<file path="src/rtl/issue_queue_pkg.sv">
// Shared types and constants for the decode -> issue queue.
package issue_queue_pkg;

  localparam int IQ_DEPTH = 8;

  typedef logic bool;

  // One decoded instruction as handed from decode to issue.
  typedef struct packed {
    logic [31:0] pc;
    logic [31:0] instr;
    bool         is_branch;
    bool         is_delay_slot;
  } ISSUE_QUEUE_ELEMENT;

  // Number of set lanes in a 2-lane valid vector.
  function automatic logic [1:0] popcount2(input logic [1:0] v);
    return {1'b0, v[0]} + {1'b0, v[1]};
  endfunction

endpackage

</file>
<file path="src/rtl/issue_queue_if.sv">
// Decode/issue side bundle of the issue queue; master drives pushes and pops.
interface issue_queue_if #(
  parameter int DEPTH = issue_queue_pkg::IQ_DEPTH,
  parameter int CNT_W = $clog2(DEPTH + 1)
) ();
  import issue_queue_pkg::*;

  logic                          flash;
  logic                          stall;
  logic [1:0]                    push_ena;
  ISSUE_QUEUE_ELEMENT [1:0]      push_data;
  logic                          push_ready;
  ISSUE_QUEUE_ELEMENT [1:0]      issue_require;
  logic [1:0]                    iq_size;
  logic [1:0]                    iq_pop_number;
  logic [CNT_W-1:0]              count;

  modport master (
    output flash, stall, push_ena, push_data, iq_pop_number,
    input  push_ready, issue_require, iq_size, count
  );

  modport slave (
    input  flash, stall, push_ena, push_data, iq_pop_number,
    output push_ready, issue_require, iq_size, count
  );

endinterface

</file>
<file path="src/rtl/iq_ptr_ctrl.sv">
// Head/tail/occupancy bookkeeping for the issue queue, including pop clamping
// and flush priority. Produces write enables for the two tail slots.
module iq_ptr_ctrl
  import issue_queue_pkg::*;
#(
  parameter int DEPTH = IQ_DEPTH,
  parameter int PTR_W = $clog2(DEPTH),
  parameter int CNT_W = $clog2(DEPTH + 1)
) (
  input  logic             clk,
  input  logic             rst,
  input  logic             flash_i,
  input  logic             stall_i,
  input  logic [1:0]       push_ena_i,
  input  logic [1:0]       pop_num_i,
  output logic [PTR_W-1:0] head_o,
  output logic [PTR_W-1:0] tail_o,
  output logic [CNT_W-1:0] count_o,
  output logic [1:0]       iq_size_o,
  output logic             push_ready_o,
  output logic [1:0]       wr_en_o,
  output logic             wr_lane1_first_o
);

  logic [PTR_W-1:0] head_q, head_d;
  logic [PTR_W-1:0] tail_q, tail_d;
  logic [CNT_W-1:0] count_q, count_d;
  logic [1:0]       iq_size;
  logic [1:0]       pop_eff;
  logic [1:0]       push_eff;
  logic             push_ready;

  // Occupancy-derived status, effective push/pop amounts and next pointers.
  always_comb begin
    push_ready = (count_q <= CNT_W'(DEPTH - 2));
    iq_size    = (count_q >= CNT_W'(2)) ? 2'd2 : count_q[1:0];
    // Issue may never pop more than it sees; clamp to stay consistent anyway.
    pop_eff    = (pop_num_i > iq_size) ? iq_size : pop_num_i;
    if (stall_i) pop_eff = 2'd0;
    push_eff   = push_ready ? popcount2(push_ena_i) : 2'd0;

    head_d  = head_q + PTR_W'(pop_eff);
    tail_d  = tail_q + PTR_W'(push_eff);
    count_d = count_q + CNT_W'(push_eff) - CNT_W'(pop_eff);

    // Flush discards everything, including this cycle's pushes and pops.
    if (flash_i) begin
      head_d  = '0;
      tail_d  = '0;
      count_d = '0;
    end

    // Lanes are compacted: the first set lane goes to tail, a second to tail+1.
    wr_en_o[0]       = push_ready && !flash_i && (push_ena_i != 2'b00);
    wr_en_o[1]       = push_ready && !flash_i && (push_ena_i == 2'b11);
    wr_lane1_first_o = (push_ena_i == 2'b10);
  end

  // Control state registers with synchronous reset.
  always_ff @(posedge clk) begin
    if (rst) begin
      head_q  <= '0;
      tail_q  <= '0;
      count_q <= '0;
    end else begin
      head_q  <= head_d;
      tail_q  <= tail_d;
      count_q <= count_d;
    end
  end

  assign head_o       = head_q;
  assign tail_o       = tail_q;
  assign count_o      = count_q;
  assign iq_size_o    = iq_size;
  assign push_ready_o = push_ready;

endmodule

</file>
<file path="src/rtl/issue_queue.sv">
// In-order dual-push / dual-pop circular buffer between decode and issue.
// Storage is a plain flop array; pointer arithmetic lives in iq_ptr_ctrl.
module issue_queue
  import issue_queue_pkg::*;
#(
  parameter int DEPTH = IQ_DEPTH,
  parameter int PTR_W = $clog2(DEPTH),
  parameter int CNT_W = $clog2(DEPTH + 1)
) (
  input  logic         clk,
  input  logic         rst,
  issue_queue_if.slave iq
);

  ISSUE_QUEUE_ELEMENT mem_q [DEPTH];

  logic [PTR_W-1:0] head;
  logic [PTR_W-1:0] tail;
  logic [PTR_W-1:0] head_p1;
  logic [PTR_W-1:0] tail_p1;
  logic [CNT_W-1:0] count;
  logic [1:0]       iq_size;
  logic             push_ready;
  logic [1:0]       wr_en;
  logic             wr_lane1_first;

  iq_ptr_ctrl #(
    .DEPTH(DEPTH),
    .PTR_W(PTR_W),
    .CNT_W(CNT_W)
  ) u_ptr_ctrl (
    .clk              (clk),
    .rst              (rst),
    .flash_i          (iq.flash),
    .stall_i          (iq.stall),
    .push_ena_i       (iq.push_ena),
    .pop_num_i        (iq.iq_pop_number),
    .head_o           (head),
    .tail_o           (tail),
    .count_o          (count),
    .iq_size_o        (iq_size),
    .push_ready_o     (push_ready),
    .wr_en_o          (wr_en),
    .wr_lane1_first_o (wr_lane1_first)
  );

  // Pointer increments wrap naturally at DEPTH (power of two).
  assign head_p1 = head + PTR_W'(1);
  assign tail_p1 = tail + PTR_W'(1);

  // Entry storage; contents are don't-care after reset, so no reset here.
  always_ff @(posedge clk) begin
    if (wr_en[0]) mem_q[tail]    <= wr_lane1_first ? iq.push_data[1] : iq.push_data[0];
    if (wr_en[1]) mem_q[tail_p1] <= iq.push_data[1];
  end

  // Zero-latency read of the two oldest entries, blanked when not present.
  always_comb begin
    iq.issue_require = '0;
    if (iq_size != 2'd0) iq.issue_require[0] = mem_q[head];
    if (iq_size[1])      iq.issue_require[1] = mem_q[head_p1];
  end

  assign iq.iq_size    = iq_size;
  assign iq.push_ready = push_ready;
  assign iq.count      = count;

endmodule
</file>
<file path="src/flat_wrapper.sv">
// flat-port wrapper written by rule: the top's interface ports become plain ports
module issue_queue_flat import issue_queue_pkg::*;
#(
  parameter int DEPTH = IQ_DEPTH,
  parameter int PTR_W = $clog2(DEPTH),
  parameter int CNT_W = $clog2(DEPTH + 1)
)
  (clk, rst, iq_flash, iq_stall, iq_push_ena, iq_push_data, iq_iq_pop_number, iq_push_ready, iq_issue_require, iq_iq_size, iq_count);
  issue_queue_if #(.DEPTH(DEPTH), .CNT_W(CNT_W)) iq_i ();
  input  logic clk;
  input  logic rst;
  input wire logic [$bits(iq_i.flash)-1:0] iq_flash;
  input wire logic [$bits(iq_i.stall)-1:0] iq_stall;
  input wire logic [$bits(iq_i.push_ena)-1:0] iq_push_ena;
  input wire logic [$bits(iq_i.push_data)-1:0] iq_push_data;
  input wire logic [$bits(iq_i.iq_pop_number)-1:0] iq_iq_pop_number;
  output wire logic [$bits(iq_i.push_ready)-1:0] iq_push_ready;
  output wire logic [$bits(iq_i.issue_require)-1:0] iq_issue_require;
  output wire logic [$bits(iq_i.iq_size)-1:0] iq_iq_size;
  output wire logic [$bits(iq_i.count)-1:0] iq_count;
  assign iq_i.flash = iq_flash;
  assign iq_i.stall = iq_stall;
  assign iq_i.push_ena = iq_push_ena;
  assign iq_i.push_data = iq_push_data;
  assign iq_i.iq_pop_number = iq_iq_pop_number;
  assign iq_push_ready = iq_i.push_ready;
  assign iq_issue_require = iq_i.issue_require;
  assign iq_iq_size = iq_i.iq_size;
  assign iq_count = iq_i.count;
  issue_queue #(.DEPTH(DEPTH), .PTR_W(PTR_W), .CNT_W(CNT_W)) u_core (.clk(clk), .rst(rst), .iq(iq_i));
endmodule
</file>
<file path="config.mk">
export PLATFORM = sky130hd
export DESIGN_NAME = issue_queue_flat
export DESIGN_NICKNAME = d
export VERILOG_FILES = /design/src/rtl/issue_queue_pkg.sv /design/src/rtl/issue_queue_if.sv /design/src/rtl/iq_ptr_ctrl.sv /design/src/rtl/issue_queue.sv /design/src/flat_wrapper.sv
export SDC_FILE = /design/constraint.sdc
export NUM_CORES = 1
export LEC_CHECK = 0
export BUFFER_PORTS_ARGS = -buffer_cell sky130_fd_sc_hd__buf_2
export CORE_UTILIZATION = 55
export DETAILED_ROUTE_END_ITERATION = 12
export PLACE_DENSITY = 0.75
export SYNTH_ARGS = -nofsm -noshare
export SYNTH_HDL_FRONTEND = slang
export SYNTH_SLANG_ARGS = --single-unit
</file>
<file path="constraint.sdc">
create_clock -name clk -period 8.54 [get_ports clk]
set_input_delay 1.708 -clock clk [delete_from_list [all_inputs] [get_ports clk]]
set_output_delay 1.708 -clock clk [all_outputs]
set_load 0.05 [all_outputs]
</file>
==> flow_metrics.env, run 1 <==
export IMPL_run_status="completed"
export IMPL_syn2layout_area_growth_pct=12.37
export IMPL_cp_start_kind="flop"
export IMPL_cp_end_kind="output pin"
export IMPL_rows=87
export IMPL_wl_met3_um=7452
export IMPL_place_congestion=0.8399
export IMPL_routedWlPerCell_um=30.62
export IMPL_setup_tns_ns=0
export IMPL_vias_per_cell=6.837
export IMPL_ys_seq_area_share_pct=50.91
export IMPL_synth_compound_area_share_pct=3.987
export IMPL_p_leak_uw=0.01184
export IMPL_top_layer_used="met5"
export IMPL_postSynthAreaPerCell_sq_um=17.55
export IMPL_synth_simple_gate_area_share_pct=0.9799
export IMPL_synth_area_leaders="edfxtp_1 50%, mux4_2 19%, mux2_2 18%"
export IMPL_rsz0062_at_grt="no"
export IMPL_cp_cell_sequence="ha_4 > xor2_1 > and2_4 > buf_4 > a22o_1 > buf_2"
export IMPL_clockRootBuffer="clkbuf_16"
export IMPL_synth_area_leader_cell="edfxtp_1"
export IMPL_initial_utilization_pct=55.82
export IMPL_ff2ff_path_depth=7
export IMPL_holdBufCountCts=0
export IMPL_synth_fa_ha_area_share_pct=0.8887
export IMPL_vias=19400
export IMPL_cts_clk_slew_worst_paths_ns=0.06
export IMPL_syn_inst=1797
export IMPL_hold_viol=0
export IMPL_cellPowerDensity_nw_per_um2=264.3
export IMPL_cts_setup_buffers=0
export IMPL_cap_violations=0
export IMPL_io_pin_count=279
export IMPL_h_tree_depth=2
export IMPL_syn_cell_area_sq_um=31540
export IMPL_cts_buffer_depth=3
export IMPL_drive_above_1_share_pct=58.20
export IMPL_die_w_um=241.5
export IMPL_synth_edf_count=528
export IMPL_antenna_found_initial=13
export IMPL_clock_sinks=538
export IMPL_nFillCells=4059
export IMPL_clk_latency_ns=0.63
export IMPL_critical_path_class="reg -> out"
export IMPL_finalSetupViolations=0
export IMPL_grt_pass1_vias=19620
export IMPL_fin_nets=2182
export IMPL_synthFlopType="edfxtp_1"
export IMPL_die_h_um=241.5
export IMPL_drt_initial_drc_count=1896
export IMPL_fin_cells=2837
export IMPL_synth_fp_nets=1957
export IMPL_timing_fmax_mhz=171.8
export IMPL_drc=0
export IMPL_slew_violations=0
export IMPL_arrival_ns=4.11
export IMPL_cts_tree="yes"
export IMPL_overflow=0
export IMPL_dp_hpwl_um=48070
export IMPL_grt_usage_pct=30.00
export IMPL_fin_skew_ns=0.01667
export IMPL_grt_max_degree=153
export IMPL_ys_seq_elements=538
export IMPL_core_region_area_sq_um=56500
export IMPL_required_ns=6.83
export IMPL_port_buffers=278
export IMPL_drtPass1Iterations=5
export IMPL_cts_buffers=59
export IMPL_dieArea_sq_um=58300
export IMPL_post_place_cells=2717
export IMPL_yosys_area_top_type_share_pct=50.27
export IMPL_relSlewSlack_pct=21.09
export IMPL_crit_fanout=60
export IMPL_post_cts_resized=0
export IMPL_tightest_slew_ns=1.184
export IMPL_wl_met2_um=42530
export IMPL_peakVddDrop_mv=0.1925
export IMPL_cp_slowest_cell="dfxtp_4"
export IMPL_hold_class="reg -> reg"
export IMPL_async_flop_share_pct=0
export IMPL_wl_um=86860
export IMPL_slowest_delay_ns=1.01
export IMPL_wl_met1_um=34710
export IMPL_yosys_mux_area_fraction_pct=40.09
export IMPL_ys_types=36
export IMPL_antenna_left=0
export IMPL_synth_top_family_by_area="multiplexers"
export IMPL_synth_xor_area_share_pct=0.2420
export IMPL_grt_pass1_wl_um=126500
export IMPL_yosysWarnings=0
export IMPL_min_path_cells=2
export IMPL_fin_crit_ns=5.820
export IMPL_min_period_over_period_pct=68.15
## cells in the final DEF, fill, tap and decap left out, types with 3 or more instances in the layout
| cell type | instances |
|---|---|
| nor2_1 | 11 |
| ha_1 | 14 |
| xnor2_1 | 3 |
| clkbuf_16 | 61 |
| mux2_2 | 514 |
| clkinv_1 | 17 |
| inv_1 | 15 |
| and2_1 | 10 |
| mux2_1 | 80 |
| nor2b_1 | 6 |
| mux4_2 | 264 |
| clkbuf_1 | 11 |
| a22o_1 | 132 |
| buf_4 | 39 |
| fa_1 | 4 |
| nand2_1 | 6 |
| a22oi_1 | 6 |
| buf_2 | 278 |
| edfxtp_1 | 528 |
| nor2_4 | 10 |
| nor3_4 | 4 |
| diode_2 | 9 |
| dfxtp_1 | 8 |
| clkinv_2 | 13 |
| nand4_1 | 4 |
| bufinv_16 | 7 |
## synthesized netlist by cell type (2+ instances only)
master and count:
edfxtp_1 528, mux2_2 514, mux4_2 264, a22o_1 132, mux2_1 80, buf_2 65, clkbuf_1 47, buf_4 24
nor2_1 21, ha_1 16, inv_1 15, buf_6 14, and2_1 11, dfxtp_1 10, nor2b_1 7, a22oi_1 6
nand2_1 6, buf_1 5, fa_1 4, nand4_1 4, nor3_2 4, xnor2_1 3, a32oi_1 2, nor2_2 2
xor2_1 2
## routing by layer
| metal | global-route usage [%] | vias up |
|---|---|---|
| met2 | 48.75 | 929 |
| met1 | 41.13 | 10240 |
| met3 | 6.153 | 153 |
| li1 | - | 8064 |
| met4 | 8.650 | 14 |
| met5 | 0 | - |
## state kept, by name (all words and copies together), names as in the netlist
| name | flops |
|---|---|
| u_core.u_ptr_ctrl.count_o | 4 |
| u_core.u_ptr_ctrl.tail_o | 3 |
| u_core.u_ptr_ctrl.head_o | 3 |
| u_core.mem_q | 528 |
## report_power, final
group          switching (uW)  internal [uW]  leakage, uW
Clock                    1060           1510     0.000945
Sequential               93.3           3080      0.00487
Combinational            2470           1160      0.00602
## per-stage QoR
step	total power (uW)	instance area [sq um]	setup slack [ns]	hold slack [ns]	utilization, %
4_1_cts	9386	35420	2.732	0.6495	62.69
5_1_grt	9638	35430	2.581	0.6931	62.70
2_1_floorplan	5879	31540	2.944	0.5369	-
3_5_place_dp	6844	33490	3.416	0.6336	59.28
3_3_place_gp	6799	33490	3.439	0.6336	59.28
6_report	9366	35440	2.720	0.6628	62.73
## path summary, 6_finish.rpt
kind | from | end | slack [ns]
min | u_core.u_ptr_ctrl.head_o[2] | u_core.u_ptr_ctrl.head_o[2] | 0.66
max reg2reg | u_core.u_ptr_ctrl.tail_o[0] | u_core.mem_q[0][13] | 4.67
min reg2reg | u_core.u_ptr_ctrl.head_o[2] | u_core.u_ptr_ctrl.head_o[2] | 0.66
max | u_core.u_ptr_ctrl.head_o[0] | iq_issue_require[76] | 2.72
## area by class of cell
type                       instances  area [sq um]  area share, %
timing repair buffer             319          1724          4.865
multi-input combinational       1089         14700          41.49
tap                              756         945.9          2.669
sequential                       538         16060          45.33
antenna                            9         22.52        0.06355
inverter                          15         56.30         0.1589
clock inverter                    39         355.3          1.003
clock buffer                      72          1568          4.424
## critical path, delay by kind of cell (launching register included)
kind / cells / cell delay, ns
flops: 1 / 1.01
buf+inv: 2 / 1.18
simple gates: 1 / 0.31
compound gates: 1 / 0.36
fa+ha+maj: 1 / 0.25
xor+xnor: 1 / 0.34
## cell families (layout without fill, tap and decap cells)
family	Yosys count	in the layout
other	0	9
DFF	538	538
and+or+nand+nor	58	58
AOI/OAI and AO/OA	145	145
buffers and inverters	170	445
xor gates and xnor gates	7	7
muxes	859	859
adders and majority gates	20	20
Power figures use the tool's default switching activity.
==> inputs of run 2 (changes only) <==
--- a/config.mk
+++ b/config.mk
@@ -8,7 +8,7 @@
 export BUFFER_PORTS_ARGS = -buffer_cell sky130_fd_sc_hd__buf_2
 export CORE_UTILIZATION = 55
 export DETAILED_ROUTE_END_ITERATION = 12
-export PLACE_DENSITY = 0.75
+export PLACE_DENSITY = 0.77
 export SYNTH_ARGS = -nofsm -noshare
 export SYNTH_HDL_FRONTEND = slang
 export SYNTH_SLANG_ARGS = --single-unit
==> constraint.sdc (replaced) <==
create_clock -name clk -period 5 [get_ports clk]
set_input_delay 1 -clock clk [delete_from_list [all_inputs] [get_ports clk]]
set_output_delay 1 -clock clk [all_outputs]
set_load 0.05 [all_outputs]
==> flow_metrics.env, run 2 (same netlist as run 1, synthesis figures left out) <==
export IMPL_die_w_um=241.5
export IMPL_drc=0
export IMPL_crit_fanout=20
export IMPL_antenna_found_initial=8
export IMPL_vias=19440
export IMPL_grt_max_degree=121
export IMPL_power_share_sequential_pct=33.8
export IMPL_slowest_delay_ns=0.66
export IMPL_multi_input_comb_area_sq_um=14700
export IMPL_fin_nets=2188
export IMPL_io_pin_count=279
export IMPL_fin_crit_ns=4.338
export IMPL_p_leak_uw=0.01189
export IMPL_switching_share_pct=38.53
export IMPL_dp_hpwl_um=50520
export IMPL_place_congestion=0.8310
export IMPL_finalSetupViolations=0
export IMPL_drt_initial_drc_count=2064
export IMPL_layout_commonest_cell="edfxtp_1"
export IMPL_cp_slowest_cell="nor2b_4"
export IMPL_cts_clk_slew_worst_paths_ns=0.06
export IMPL_vias_per_cell=6.869
export IMPL_top_register="u_core.mem_q"
export IMPL_initial_utilization_pct=55.82
export IMPL_largest_reg_flops=528
export IMPL_clockPowerShare_pct=27.0
export IMPL_crit_family="simple AND/OR/NAND/NOR gates"
export IMPL_rows=87
export IMPL_cts_setup_buffers=0
export IMPL_run_status="completed"
export IMPL_tightest_slew_ns=1.270
export IMPL_min_period_over_period_pct=86.76
export IMPL_hold_class="reg -> reg"
export IMPL_cellPowerDensity_nw_per_um2=446.5
export IMPL_p_switching_uw=6118
export IMPL_hold_viol=0
export IMPL_peakVddDrop_mv=0.4039
export IMPL_critical_path_class="reg -> out"
export IMPL_arrival_ns=3.34
export IMPL_rsz0062_at_grt="no"
export IMPL_cp_start_kind="flop"
export IMPL_clock_sinks=538
export IMPL_wl_um=86980
export IMPL_post_cts_resized=0
export IMPL_routedWlPerCell_um=30.74
export IMPL_grt_usage_pct=30.14
export IMPL_fin_skew_ns=0.01101
export IMPL_clk_latency_ns=0.63
export IMPL_die_h_um=241.5
export IMPL_holdBufCountCts=0
export IMPL_cts_tree="yes"
export IMPL_grt_pass1_vias=19820
export IMPL_timing_fmax_mhz=230.5
export IMPL_clockRootBuffer="clkbuf_16"
export IMPL_cp_cell_sequence="inv_1 > ha_1 > nor2b_1 > inv_1 > nor2_1 > nor2b_4 > buf_4 > a22o_1 > buf_2"
export IMPL_setup_tns_ns=0
export IMPL_overflow=0
export IMPL_cp_buffers_inverters=4
export IMPL_antenna_left=0
export IMPL_required_ns=4.00
export IMPL_drive_above_1_share_pct=58.61
export IMPL_internal_power_uw=9762
export IMPL_final_cell_mix="528 x edfxtp_1, 514 x mux2_2, 278 x buf_2"
export IMPL_nFillCells=4050
export IMPL_slew_violations=0
export IMPL_grt_pass1_wl_um=127500
export IMPL_cts_buffers=57
export IMPL_power_frac_comb_pct=39.1
export IMPL_relSlewSlack_pct=15.32
export IMPL_ff_latch_area_sq_um=16060
export IMPL_cp_end_kind="output pin"
export IMPL_syn2layout_area_growth_pct=12.77
export IMPL_worst_path_most_repeated_cell="inv_1"
export IMPL_cts_buffer_depth=3
export IMPL_dieArea_sq_um=58300
export IMPL_fin_total_pwr_uw=15880
export IMPL_core_region_area_sq_um=56500
export IMPL_port_buffers=278
export IMPL_drtPass1Iterations=5
export IMPL_cap_violations=0
export IMPL_h_tree_depth=2
[run 2: cell count changes in the layout (fill, tap and decap cells not counted), moves of 2 or more]
cell        before  now
buf_12           2   13
diode_2          9    1
clkinvlp_4       1    3
clkbuf_16       61   57
buf_4           39   36
clkbuf_1        11    3
clkinv_8         0    2
[run 2: path summary, 6_finish.rpt]
| path | startpoint | to | slack [ns] | cells after the start |
|---|---|---|---|---|
| hold / removal | u_core.u_ptr_ctrl.head_o[2] | u_core.u_ptr_ctrl.head_o[2] | 0.64 | 2 |
| setup reg to reg | u_core.u_ptr_ctrl.count_o[3] | u_core.u_ptr_ctrl.count_o[2] | 1.87 | 14 |
| hold reg to reg | u_core.u_ptr_ctrl.head_o[2] | u_core.u_ptr_ctrl.head_o[2] | 0.64 | 2 |
| setup / recovery | u_core.u_ptr_ctrl.count_o[2] | iq_issue_require[27] | 0.66 | 9 |
[run 2: cell type report]
type | instances | share of cell area (%)
multi-input cells | 1089 | 41.34
clock buffers | 60 | 4.042
well taps | 756 | 2.660
clock inverters | 44 | 1.228
inverters | 15 | 0.1583
repair buffers | 327 | 5.404
flip-flops and latches | 538 | 45.16
diodes | 1 | 0.007036
[run 2: tightest hold or removal path, stage by stage (launching register included)]
cell and delay (ns):
dfxtp_1 0.38, xnor2_1 0.18, nor2_1 0.04
[run 2: layer usage]
layer	part of all wire, %	up-vias	global-route usage, %
li1	-	8059	-
met4	2.6	12	9.264
met2	50	1040	50.98
met3	8.8	152	5.071
met5	0.089	-	0
met1	38	10180	40.06
[run 2: power by group through the flow]
stage          Clock, uW  Combinational (uW)  Sequential, uW
6_report            4290                6220            5370
3_5_place_dp           0                6200            5460
5_1_grt             4490                6480            5390
2_1_floorplan          0                4570            5470
3_3_place_gp           0                6130            5440
4_1_cts             4330                6220            5370
[run 2: stage by stage]
stage          hold slack (ns)  instances  util (%)  cell area, sq um  worst slack, ns
2_1_floorplan           0.5369       1797         -             31540           0.1117
3_3_place_gp            0.5985       2725     59.63             33690            1.401
3_5_place_dp            0.6200       2725     59.63             33690            1.306
4_1_cts                 0.6391       2829     62.95             35560           0.6455
5_1_grt                 0.6708       2829     62.95             35560           0.5546
6_report                0.6390       2830     62.95             35570           0.6619
